<file path="src/rtl/mem_lsu.sv">
// mem_lsu: load/store initiator for the word-addressed data RAM.
// Takes one load or store at a time from the core, screens it for illegal
// size codes, out-of-range and (optionally) misaligned addresses, performs
// a single-cycle RAM access and returns the extended load data.
//
// Build option:
//   MEM_LSU_MISALIGN_TRAP_EN  defined   -> misaligned H/W requests are rejected
//                             undefined -> misaligned H/W requests are force-aligned
module mem_lsu #(
  parameter int WORDS = 128
) (
  input  logic        clk,
  input  logic        rst,
  // request channel
  input  logic        req_valid,
  output logic        req_ready,
  input  logic        req_we,
  input  logic [2:0]  req_funct3,
  input  logic [31:0] req_addr,
  input  logic [31:0] req_wdata,
  // response channel
  output logic        resp_valid,
  input  logic        resp_ready,
  output logic [31:0] resp_rdata,
  output logic        resp_err,
  // RAM port
  output logic        mem_r,
  output logic [3:0]  mem_w,
  output logic [31:0] mem_addr,
  output logic [31:0] mem_wdata,
  input  logic [31:0] mem_rdata
);

  typedef enum logic [1:0] {
    IDLE   = 2'd0,
    ACCESS = 2'd1,
    RESP   = 2'd2
  } state_e;

`ifdef MEM_LSU_MISALIGN_TRAP_EN
  localparam bit MISALIGN_TRAP = 1'b1;
`else
  localparam bit MISALIGN_TRAP = 1'b0;
`endif

  // Word-index limit, sized to the word-index field of a byte address.
  localparam logic [29:0] WORDS_W = 30'(WORDS);

  // Access size encoded in funct3[1:0].
  localparam logic [1:0] SZ_B = 2'b00;
  localparam logic [1:0] SZ_H = 2'b01;
  localparam logic [1:0] SZ_W = 2'b10;

  // ---------------------------------------------------------------------------
  // Helpers
  // ---------------------------------------------------------------------------

  // Any reason to reject the request before touching the RAM.
  function automatic logic req_error(input logic        we,
                                     input logic [2:0]  f3,
                                     input logic [31:0] addr);
    logic illegal;
    logic out_of_range;
    logic misaligned;
    illegal      = (f3 == 3'b011) || (f3 == 3'b110) || (f3 == 3'b111) ||
                   (we && f3[2]);
    out_of_range = (addr[31:2] >= WORDS_W);
    misaligned   = ((f3[1:0] == SZ_H) && addr[0]) ||
                   ((f3[1:0] == SZ_W) && (addr[1:0] != 2'b00));
    return illegal || out_of_range || (MISALIGN_TRAP && misaligned);
  endfunction

  // Byte-lane write mask. Halves select lanes by addr[1] only and words use
  // all lanes, so a misaligned request that was not trapped is force-aligned.
  function automatic logic [3:0] lane_mask(input logic [2:0] f3,
                                           input logic [1:0] a);
    logic [3:0] m;
    case (f3[1:0])
      SZ_B:    m = 4'b0001 << a;
      SZ_H:    m = a[1] ? 4'b1100 : 4'b0011;
      default: m = 4'b1111;
    endcase
    return m;
  endfunction

  // Store data replicated across every lane the access might hit, so the
  // RAM only needs the lane mask to pick the right bytes.
  function automatic logic [31:0] replicate(input logic [2:0]  f3,
                                            input logic [31:0] wd);
    logic [31:0] r;
    case (f3[1:0])
      SZ_B:    r = {4{wd[7:0]}};
      SZ_H:    r = {2{wd[15:0]}};
      default: r = wd;
    endcase
    return r;
  endfunction

  // Select the addressed byte/half from the RAM word and extend it.
  // funct3[2] = 1 selects zero extension, 0 sign extension.
  function automatic logic [31:0] load_extend(input logic [2:0]  f3,
                                              input logic [1:0]  a,
                                              input logic [31:0] rd);
    logic [7:0]  b;
    logic [15:0] h;
    logic [31:0] r;
    b = 8'(rd >> {a, 3'b000});
    h = a[1] ? rd[31:16] : rd[15:0];
    case (f3[1:0])
      SZ_B:    r = f3[2] ? {24'b0, b} : {{24{b[7]}}, b};
      SZ_H:    r = f3[2] ? {16'b0, h} : {{16{h[15]}}, h};
      default: r = rd;
    endcase
    return r;
  endfunction

  // ---------------------------------------------------------------------------
  // State
  // ---------------------------------------------------------------------------
  state_e      state_q,      state_d;
  logic        we_q,         we_d;
  logic [2:0]  funct3_q,     funct3_d;
  logic [31:0] addr_q,       addr_d;
  logic        req_ready_q,  req_ready_d;
  logic        resp_valid_q, resp_valid_d;
  logic        resp_err_q,   resp_err_d;
  logic [31:0] resp_rdata_q, resp_rdata_d;
  logic        mem_r_q,      mem_r_d;
  logic [3:0]  mem_w_q,      mem_w_d;
  logic [31:0] mem_wdata_q,  mem_wdata_d;

  logic accept;
  logic accept_err;

  assign accept     = (state_q == IDLE) && req_valid && req_ready_q;
  assign accept_err = req_error(req_we, req_funct3, req_addr);

  // Next-state and next-output computation for the IDLE/ACCESS/RESP sequence.
  always_comb begin
    // NOTE: every _d defaults to its _q first, so no branch can leave a
    // signal unassigned and infer a latch.
    state_d      = state_q;
    we_d         = we_q;
    funct3_d     = funct3_q;
    addr_d       = addr_q;
    req_ready_d  = req_ready_q;
    resp_valid_d = resp_valid_q;
    resp_err_d   = resp_err_q;
    resp_rdata_d = resp_rdata_q;
    mem_r_d      = 1'b0;
    mem_w_d      = 4'b0000;
    mem_wdata_d  = mem_wdata_q;

    case (state_q)
      IDLE: begin
        if (accept) begin
          we_d        = req_we;
          funct3_d    = req_funct3;
          addr_d      = req_addr;
          mem_wdata_d = replicate(req_funct3, req_wdata);
          req_ready_d = 1'b0;
          if (accept_err) begin
            // Rejected: answer straight away without touching the RAM.
            state_d      = RESP;
            resp_valid_d = 1'b1;
            resp_err_d   = 1'b1;
            resp_rdata_d = 32'h0;
          end else begin
            state_d = ACCESS;
            mem_r_d = ~req_we;
            mem_w_d = req_we ? lane_mask(req_funct3, req_addr[1:0]) : 4'b0000;
          end
        end
      end

      ACCESS: begin
        // Strobes drop back to zero; load data is captured on this edge.
        state_d      = RESP;
        resp_valid_d = 1'b1;
        resp_err_d   = 1'b0;
        resp_rdata_d = we_q ? 32'h0 : load_extend(funct3_q, addr_q[1:0], mem_rdata);
      end

      RESP: begin
        if (resp_ready) begin
          state_d      = IDLE;
          req_ready_d  = 1'b1;
          resp_valid_d = 1'b0;
          resp_err_d   = 1'b0;
          resp_rdata_d = 32'h0;
        end
      end

      default: begin
        state_d     = IDLE;
        req_ready_d = 1'b1;
      end
    endcase
  end

  // All state and registered outputs; reset also drops the write mask at once.
  always_ff @(posedge clk or posedge rst) begin
    if (rst) begin
      state_q      <= IDLE;
      we_q         <= 1'b0;
      funct3_q     <= 3'b000;
      addr_q       <= 32'h0;
      req_ready_q  <= 1'b1;
      resp_valid_q <= 1'b0;
      resp_err_q   <= 1'b0;
      resp_rdata_q <= 32'h0;
      mem_r_q      <= 1'b0;
      mem_w_q      <= 4'b0000;
      mem_wdata_q  <= 32'h0;
    end else begin
      // NOTE: non-blocking assignments so every flop samples pre-edge values.
      state_q      <= state_d;
      we_q         <= we_d;
      funct3_q     <= funct3_d;
      addr_q       <= addr_d;
      req_ready_q  <= req_ready_d;
      resp_valid_q <= resp_valid_d;
      resp_err_q   <= resp_err_d;
      resp_rdata_q <= resp_rdata_d;
      mem_r_q      <= mem_r_d;
      mem_w_q      <= mem_w_d;
      mem_wdata_q  <= mem_wdata_d;
    end
  end

  assign req_ready  = req_ready_q;
  assign resp_valid = resp_valid_q;
  assign resp_err   = resp_err_q;
  assign resp_rdata = resp_rdata_q;
  assign mem_r      = mem_r_q;
  assign mem_w      = mem_w_q;
  assign mem_addr   = {addr_q[31:2], 2'b00};
  assign mem_wdata  = mem_wdata_q;

endmodule

</file>
<file path="config.mk">
export PLATFORM = sky130hd
export DESIGN_NAME = mem_lsu
export DESIGN_NICKNAME = d
export VERILOG_FILES = /design/src/rtl/mem_lsu.sv
export SDC_FILE = /design/constraint.sdc
export NUM_CORES = 1
export LEC_CHECK = 0
export CAP_MARGIN = 30
export CORE_UTILIZATION = 44
export CTS_CLUSTER_SIZE = 30
export DETAILED_ROUTE_END_ITERATION = 10
export PLACE_DENSITY = 0.8
export SETUP_SLACK_MARGIN = 0.05
export SLEW_MARGIN = 20
export SYNTH_ARGS = -nofsm -noshare
export SYNTH_HDL_FRONTEND = slang
export SYNTH_SLANG_ARGS = --single-unit
</file>
<file path="constraint.sdc">
create_clock -name clk -period 4.9 [get_ports clk]
set_input_delay 1.225 -clock clk [delete_from_list [all_inputs] [get_ports clk]]
set_output_delay 1.225 -clock clk [all_outputs]
set_load 0.005 [all_outputs]
</file>
== Word level (Yosys, flattened, before mapping) ==
Cells that the tools add are included.

* Magnitude comparators: 1
* Equality and inequality tests: 10
* Shift operators: 2
* Bitwise logic cells: 2
* Mux-type cells: 31
* Reduce and logical (&&, ||, !) cells: 15

{| class="wikitable"
|+ Operator list
! kind !! number
|-
| $mux 32 || 6
|-
| $pmux 32 s2 || 2
|-
| $pmux 32 s3 || 1
|-
| $shr 32x5->8 || 1
|-
| $ge 30x8->1 const B || 1
|-
| $mux 4 || 5
|-
| $mux 16 || 1
|-
| $pmux 1 s3 || 3
|-
| $mux 1 || 8
|-
| $pmux 4 s2 || 1
|-
| $eq 2x1->1 const B || 3
|-
| $eq 3x3->1 const B || 2
|-
| $logic_not 2->1 || 3
|-
| $mux 2 || 3
|-
| $ne 2x2->1 const B || 3
|-
| $pmux 2 s3 || 1
|-
| $logic_or 1x1->1 || 4
|-
| $reduce_and 2->1 || 2
|-
| $reduce_and 4->1 || 1
|-
| $shl 1x2->4 const A || 1
|-
| $eq 3x2->1 const B || 1
|-
| $logic_and 1x1->1 || 3
|-
| $reduce_and 3->1 || 1
|-
| $reduce_bool 3->1 || 1
|-
| 2 further kinds || 3
|}

* Input bits: 104
* Logic and storage cells: 72
* Bits in registers: 110
* Output and inout port bits: 104

== Depth between registers and ports, before layout ==
* Depth in word-level cells: 8
* Depth in mapped cells: 9
* Gate-level depth less buffers: 7

== Worst setup path after synthesis ==
No wires, ideal clock.

* Kind: input -> register
* From: input port req_addr[28]
* To: register resp_rdata_q[16] (netlist: resp_rdata[16])
* Setup time: 0.092 ns
* Slack: 2.319 ns
* Data arrival time: 2.489 ns
* Stages: 7
* Required time: 4.808 ns
* Buffers on the path: 2
* Cells stage by stage: nor4_1 nand4_1 o211ai_2 buf_2 buf_2 nand2_1 o31ai_2

* Word-level cells in the longest chain between the ends: 4

{| class="wikitable"
|+ RTL lines
! item !! RTL line !! text
|-
| start: declaration || 19 || <nowiki>input logic [31:0] req_addr,</nowiki>
|-
| $ge 30x8->1 || 67 || <nowiki>out_of_range = (addr[31:2] >= WORDS_W);</nowiki>
|-
| $logic_or 1x1->1 || 70 || <nowiki>return illegal || out_of_range || (MISALIGN_TRAP && misaligned);</nowiki>
|-
| $ne 2x2->1 (no source line) || -- ||
|-
| $reduce_and 4->1 (no source line) || -- ||
|-
| end signal: assignment || 224 || <nowiki>resp_rdata_q <= resp_rdata_d;</nowiki>
|-
| end: declaration || 127 || <nowiki>logic [31:0] resp_rdata_q, resp_rdata_d;</nowiki>
|}

No other way between the ends.
A chain may end at the register's enable or synchronous reset.

== Final worst setup path ==
* From: input port req_funct3[1]
* To: register resp_rdata_q[30] (netlist: resp_rdata[30])

* Word-level cells in the longest chain between the ends: 7
* Elaborated cells on any way between the ends: 9
* Classes of those cells: eq/ne: 4; reduce/logical: 5

{| class="wikitable"
|+ RTL lines
! item !! RTL line !! text
|-
| start: declaration || 18 || <nowiki>input logic [2:0] req_funct3,</nowiki>
|-
| $eq 3x2->1 or $eq 3x3->1 (tied branches) || 65 || <nowiki>illegal = (f3 == 3'b011) || (f3 == 3'b110) || (f3 == 3'b111) ||</nowiki>
|-
| $logic_or 1x1->1 || 65 ||
|-
| $logic_or 1x1->1 * (2 in series) || 65 ||
|-
| $logic_or 1x1->1 * || 70 ||
|-
| $ne 2x2->1 (no source line) * || -- ||
|-
| $reduce_and 4->1 (no source line) * || -- ||
|}

Mark *: on every way between the ends. The rest lies on a longest branch, timed or not.

==> results.txt <==
----------------------------------------------------
[Global routing]
  Antenna violations before repair ... 0
  Overflow left after global routing ... 0
  Vias in the first global route ... 4716
  Maximum number of pins on one net before global-route repair ... 69
  Wire length of the first global-routing pass ... 23.6 mm
  Total Routing Usage GR ... 24.0%

[CTS]
  Clock H-tree levels ... 3
  Number of clock sinks ... between 100 and 150
  Buffers inserted by post-CTS timing repair ... 0
  TritonCTS buffer count ... 9
  Maximum buffer depth of the clock tree ... 2
  Clock transition at the registers of the reported paths ... 0.07 ns
  Clock insertion delay at the later pin of the skew report ... 0.34 ns
  Clk root buf ... sky130_fd_sc_hd__clkbuf_16
  Number of cells upsized or downsized after cts ... 0
  Clock tree from TritonCTS ... yes
  Cts-stage hold buffer count ... 0

[Die]
  Height of the die ... 113 µm
  I/O Pins ... approximately 210
  Number of core rows ... 40
  Die outline area ... 12700 µm²
  Die boundary width ... 113 µm
  Core box area ... between 10000 and 15000 µm²
  Initial core utilization ... between 40% and 50%

[Critical path]
  Worst Setup End Kind ... flop
  Buffers and inverters on the worst path ... 2
  Worst-path fanout max ... 68
  Cell-by-cell trace of the critical path ... clkdlybuf4s50_1, o21ai_0, nand4_1, o211ai_4, buf_4, o31ai_1
  Delay of the slowest cell on the worst path ... approximately 0.73 ns
  Data required, critical path ... between 5 and 6 ns
  Critical-path cell with the highest stage delay ... sky130_fd_sc_hd__clkdlybuf4s50_1
  Top cell family by delay on the critical path ... buffers and inverters
  Startpoint kind of the worst setup timing path ... input pin
  Worst Path Arrival ... between 3 and 4 ns
  Critical Setup Path Class ... in -> reg

[Run]
  Max-capacitance violation count ... 0

[Routing]
  Violation count after the first detailed-route iteration ... between 200 and 300
  Number of iterations in the first detailed-routing pass ... 6
  Vias ... roughly 4400
  Post-detailed-routing wire length ... 14.5 mm
  Drc violations ... 0
  Number of antenna-violating nets in the routed design ... 0
  Average vias per placed instance ... 5.38
  Wire length per cell after detailed routing ... 17.5 µm

[Finish]
  Final std cells w/o fill ... 827
  Multi-input logic area ... 2270 µm²
  Area of all placed cells without fillers ... 7640 µm²
  Share of layout cells above drive strength 1 ... 11.8%
  Count of antenna diodes in the layout ... 0
  Number of nets in the finished design ... between 700 and 800
  Layout overhead on the synthesized area ... 41.3%
  Fillers ... about 1000
  Commonest cells after routing, fill and taps aside ... 205 x sky130_fd_sc_hd__clkdlybuf4s50_1, 109 x sky130_fd_sc_hd__dfrtp_1, 91 x sky130_fd_sc_hd__nand2_1, 44 x sky130_fd_sc_hd__mux2_2, 32 x sky130_fd_sc_hd__o21ai_0
  Most frequent standard cell in the layout excluding fill and tap cells ... sky130_fd_sc_hd__clkdlybuf4s50_1
  Sequential cell area in the final layout ... between 2000 and 3000 µm²

[Placement]
  Worst-case setup slack after placement ... 1.14 ns
  Placed insts ... approximately 800
  GP Congestion ... 0.852
  Area after DPL ... 7350 µm²
  Quantity of I/O buffers inserted on ports ... 205
  DP Wirelength ... 10.9 mm

[STA]
  Total setup violations reported at the end of the flow ... 0
  Fin. max-slew vios ... 0
  Final worst setup slack ... ~1.5 ns
  Setup TNS ... 0 ns
  Least-Margin Pin Slew ... between 0.9 and 1 ns
  Unrepaired setup endpoints after global routing ... no
  Max Clock Freq ... 0.293 GHz
  Final critical-path required period ... 3.42 ns
  Fin crit share ... 69.7%
  Worst clock skew ... 0.00684 ns
  Worst-case headroom to the max-slew limit ... 36.9%
  Hold violation count in the final report ... 0

[Power and ir drop]
  Reported leakage power ... 3.25 nW
  Share of total power consumed by net switching ... 32.5%
  Switching component of the power ... 1.21 mW
  Power density normalized to cell area ... between 400 and 500 nW/µm²
  Cell Int Power ... 2.51 mW
  Power Total ... between 3 and 4 mW
  Power share of the sequential group ... 38.8%
  Worst vdd ir ... 272 µV
  Part of the power in combinational logic ... 41.5%
  Clock share of power ... 19.7%

[Synth]
  Mean instance size in the synthesized netlist ... 10.5 µm²
  Dominant register cell in the synthesized netlist ... sky130_fd_sc_hd__dfrtp_1
  Async set-reset flop share out of synthesis ... 100%
  Post-synthesis sequential area ratio ... roughly 51%
  Cell variety after synth ... 39
  Yosys reg bits ... 110
  EDFF count, synth ... 0
  Syn Std Cell Area ... around 5400 µm²
  Post-synthesis cell count ... between 500 and 600
  Ys Warns ... 0

[Run status]
  Result of the run ... completed

[Hold path]
  Type of the tightest min-delay check ... reg -> reg

----------------------------------------------------
[per-stage QoR]
step           hold WS, ns  util (%)
5_1_grt              0.510      63.6
2_1_floorplan        0.471         -
4_1_cts              0.482      63.6
3_5_place_dp         0.467      61.2
6_report             0.480      63.6
3_3_place_gp         0.460      61.2
[cell type report]
class | instances | share of cell area (%)
sequential | 110 | 36.0
inverter | 8 | 0.426
multi-input combinational | 334 | 29.7
timing repair buffer | 212 | 27.5
tap | 147 | 2.41
clock inverter | 4 | 0.622
clock buffer | 12 | 3.23
[flip-flops by register name (all words and copies together) (netlist names), 2 cells and up]
| signal | count |
|---|---|
| mem_wdata | 32 |
| addr_q | 32 |
| funct3_q | 3 |
| state_q | 2 |
| mem_w | 4 |
| resp_rdata | 32 |
[cells in the mapped netlist (5+ instances only)]
master                     instances  area (µm²)
sky130_fd_sc_hd__buf_1             6        22.5
sky130_fd_sc_hd__nand2_1          91         342
sky130_fd_sc_hd__clkbuf_1         19        71.3
sky130_fd_sc_hd__nor4_1            6        37.5
sky130_fd_sc_hd__a21oi_1          15        75.1
sky130_fd_sc_hd__o31ai_1          22         165
sky130_fd_sc_hd__o31ai_2          10         125
sky130_fd_sc_hd__nor2_1           16        60.1
sky130_fd_sc_hd__inv_1             8        30.0
sky130_fd_sc_hd__dfrtp_1         109        2730
sky130_fd_sc_hd__nor2b_1          20         125
sky130_fd_sc_hd__mux2i_1          26         260
sky130_fd_sc_hd__buf_2             5        25.0
sky130_fd_sc_hd__a222oi_1          7        70.1
sky130_fd_sc_hd__mux2_2           44         495
sky130_fd_sc_hd__o21ai_0          32         160
sky130_fd_sc_hd__a221oi_1          8        70.1
sky130_fd_sc_hd__buf_4            32         240
sky130_fd_sc_hd__nand2b_1         11        68.8
[power by group through the flow]
stage	combinational [mW]	clock (mW)	sequential, mW
after floorplan	0.975	0	1.37
after global placement	1.51	0	1.44
after detailed placement	1.55	0	1.46
after CTS	1.56	0.746	1.45
after global routing	1.69	0.780	1.49
final	1.54	0.731	1.44
[routing by layer]
layer  wire length [µm]  global-route usage [%]
met1               5680                    28.1
met2               7020                    40.1
met3               1570                    9.64
met4                218                    8.07
met5                  0                       0
[worst paths after layout]
check | start | to | slack (ns) | depth (start not counted)
max | req_funct3[1] | resp_rdata[30] | 1.48 | 6
min | resp_rdata[7] | resp_rdata[7] | 0.48 | 2
max reg2reg | addr_q[1] | resp_rdata[30] | 2.51 | 5
min reg2reg | resp_rdata[7] | resp_rdata[7] | 0.48 | 2
max in group asynchronous | rst | req_ready | 2.64 | 3
min in group asynchronous | rst | resp_rdata[20] | 1.33 | 2
[worst reg2reg max path, delay by kind of cell, from the launching register on]
family,cells,cell delay (ns)
muxes,1,0.20
and+or+nand+nor,2,0.57
AOI/OAI and AO/OA,2,0.80
DFF,1,0.72
[cells by family after synthesis]
logic type / synth area share, %
other cells: 0.0693
flops: 50.9
compound gates: 13.8
simple gates: 13.0
mux: 14.0
buf+inv: 7.40
fa+ha+maj: 0.925
Note: power is estimated with default switching activity, not from simulation.
==> RTL edit: new RTL, config.mk and constraints unchanged <==
`addr_q`, `resp_rdata_q`, `mem_w_q` and `mem_wdata_q` no longer have a reset.
--- a/src/rtl/mem_lsu.sv
+++ b/src/rtl/mem_lsu.sv
@@ -204,28 +204,27 @@
       state_q      <= IDLE;
       we_q         <= 1'b0;
       funct3_q     <= 3'b000;
-      addr_q       <= 32'h0;
       req_ready_q  <= 1'b1;
       resp_valid_q <= 1'b0;
       resp_err_q   <= 1'b0;
-      resp_rdata_q <= 32'h0;
       mem_r_q      <= 1'b0;
-      mem_w_q      <= 4'b0000;
-      mem_wdata_q  <= 32'h0;
     end else begin
       // NOTE: non-blocking assignments so every flop samples pre-edge values.
       state_q      <= state_d;
       we_q         <= we_d;
       funct3_q     <= funct3_d;
-      addr_q       <= addr_d;
       req_ready_q  <= req_ready_d;
       resp_valid_q <= resp_valid_d;
       resp_err_q   <= resp_err_d;
-      resp_rdata_q <= resp_rdata_d;
       mem_r_q      <= mem_r_d;
-      mem_w_q      <= mem_w_d;
-      mem_wdata_q  <= mem_wdata_d;
     end
+  end
+
+  always_ff @(posedge clk) begin
+    addr_q       <= addr_d;
+    resp_rdata_q <= resp_rdata_d;
+    mem_w_q      <= mem_w_d;
+    mem_wdata_q  <= mem_wdata_d;
   end
 
   assign req_ready  = req_ready_q;
Behaviour: not the same (a bounded check fails within 4 cycles, from zero or initial values and one cycle with rst high).
==> RTL edit against the original RTL <==
Setup slack gained 270 ps; final area shrank 4.4%; combinational power shrank 35%; sequential cell count is the same; critical endpoint is now resp_rdata[11]$_SDFFCE_PP0P_; power shrank 13%; worst hold slack gained 20 ps; area after synthesis shrank 7.7%; wire length shrank 14%.
==> RTL edit: results (changes against the original RTL) <==
The number of combinational gates with multiple inputs is 185 (was 334), and the weighted congestion reported at the end of routability-driven placement is 0.830 (was 0.852). The total vias in the final route was 3,535 (was 4,447); the number of cell instances on the worst register-to-register path was 4 (was 5). The via count of the first global-routing pass was 3,632 (was 4,716); the instance count after placement with tap cells included was 666 (was 811). The highest fanout seen on the critical path is 22 (was 68).

The tap cell count is 140 (was 147), and the sequential share of cell area is 44.0% (was 36.0%). Worst min-delay path startpoint: we_q$_DFFE_PP0P_ (was resp_rdata[7]$_DFFE_PP0P_). The leakage component of the power was 0.00263 uW (was 0.00325 uW).

The detail-routed net length per standard cell works out to 18.3 um (was 17.5 um). The count of inverters not on the clock network in the layout was 19 (was 8); the internal power was 2330 uW (was 2510 uW). For the part of the Yosys area used for sequential elements, the log shows 64.4% (was 50.9%). The run gives 8.26 ps (was 6.84 ps) as the setup clock skew after layout.

Capture point of the worst reg-to-reg path: resp_rdata[31]$_SDFFCE_PP0P_ (was resp_rdata[30]$_DFFE_PP0P_). The run gives 645 (was 783) as the count of nets after finishing. The number of sequential cells in the layout came out at 110 (unchanged). The most common cell in the synthesized netlist is sky130_fd_sc_hd__edfxtp_1 (was sky130_fd_sc_hd__dfrtp_1). The count of different cell masters after synthesis was 45 (was 39); the overall track demand over capacity in global routing was 21.8% (was 24.0%). The run finished with clean final reports. The detailed route wirelength on metal2 was 6.37 mm (was 7.02 mm); the synthesized-area fraction occupied by adder cells was 1.00% (was 0.925%).

The share of async-settable or async-resettable flops after synthesis is 9.09% (was 100%), and the final non-filler cell total is 682 (was 827). The instance area at placement is 6970 um2 (was 7350 um2), and the number of clock-tree buffers in the layout is 10 (was 12). The synthesized area per cell was 13.9 um2 (was 10.5 um2); the sequential fraction of design power was 43.6% (was 38.8%).

The largest net degree at the start of global routing was 35 (was 69). The highest ir drop seen on vdd is 0.237 mV (was 0.272 mV), and the reported combinational group power is 994 uW (was 1540 uW). The relative max-transition margin came out at 36.4% (was 36.9%). The met3 usage in global routing came out at 9.10% (was 9.64%). The tools report the worst-case hold path end point as we_q$_DFFE_PP0P_ (was resp_rdata[7]$_DFFE_PP0P_).
## RTL edit: worst max path at each step
stage	startpoint	endpoint	slack [ps]	cells after the start
final	req_addr[13]	resp_rdata[11]$_SDFFCE_PP0P_	1750	6
after global routing	req_addr[13]	resp_rdata[13]$_SDFFCE_PP0P_	1600	6
after CTS	req_addr[21]	resp_rdata[15]$_SDFFCE_PP0P_	1740	6
after detailed placement	req_addr[9]	resp_rdata[2]$_SDFFCE_PP0P_	1380	6
after global placement	req_addr[13]	resp_rdata[11]$_SDFFCE_PP0P_	1220	5
after floorplan	req_valid	mem_w[1]$_SDFF_PP0_	1460	5
## RTL edit: worst max-delay path: stages
cell	delay [ps]
sky130_fd_sc_hd__clkdlybuf4s50_1	430
sky130_fd_sc_hd__nor4_1	400
sky130_fd_sc_hd__nand4_2	280
sky130_fd_sc_hd__o311ai_4	360
sky130_fd_sc_hd__inv_1	290
sky130_fd_sc_hd__buf_8	250
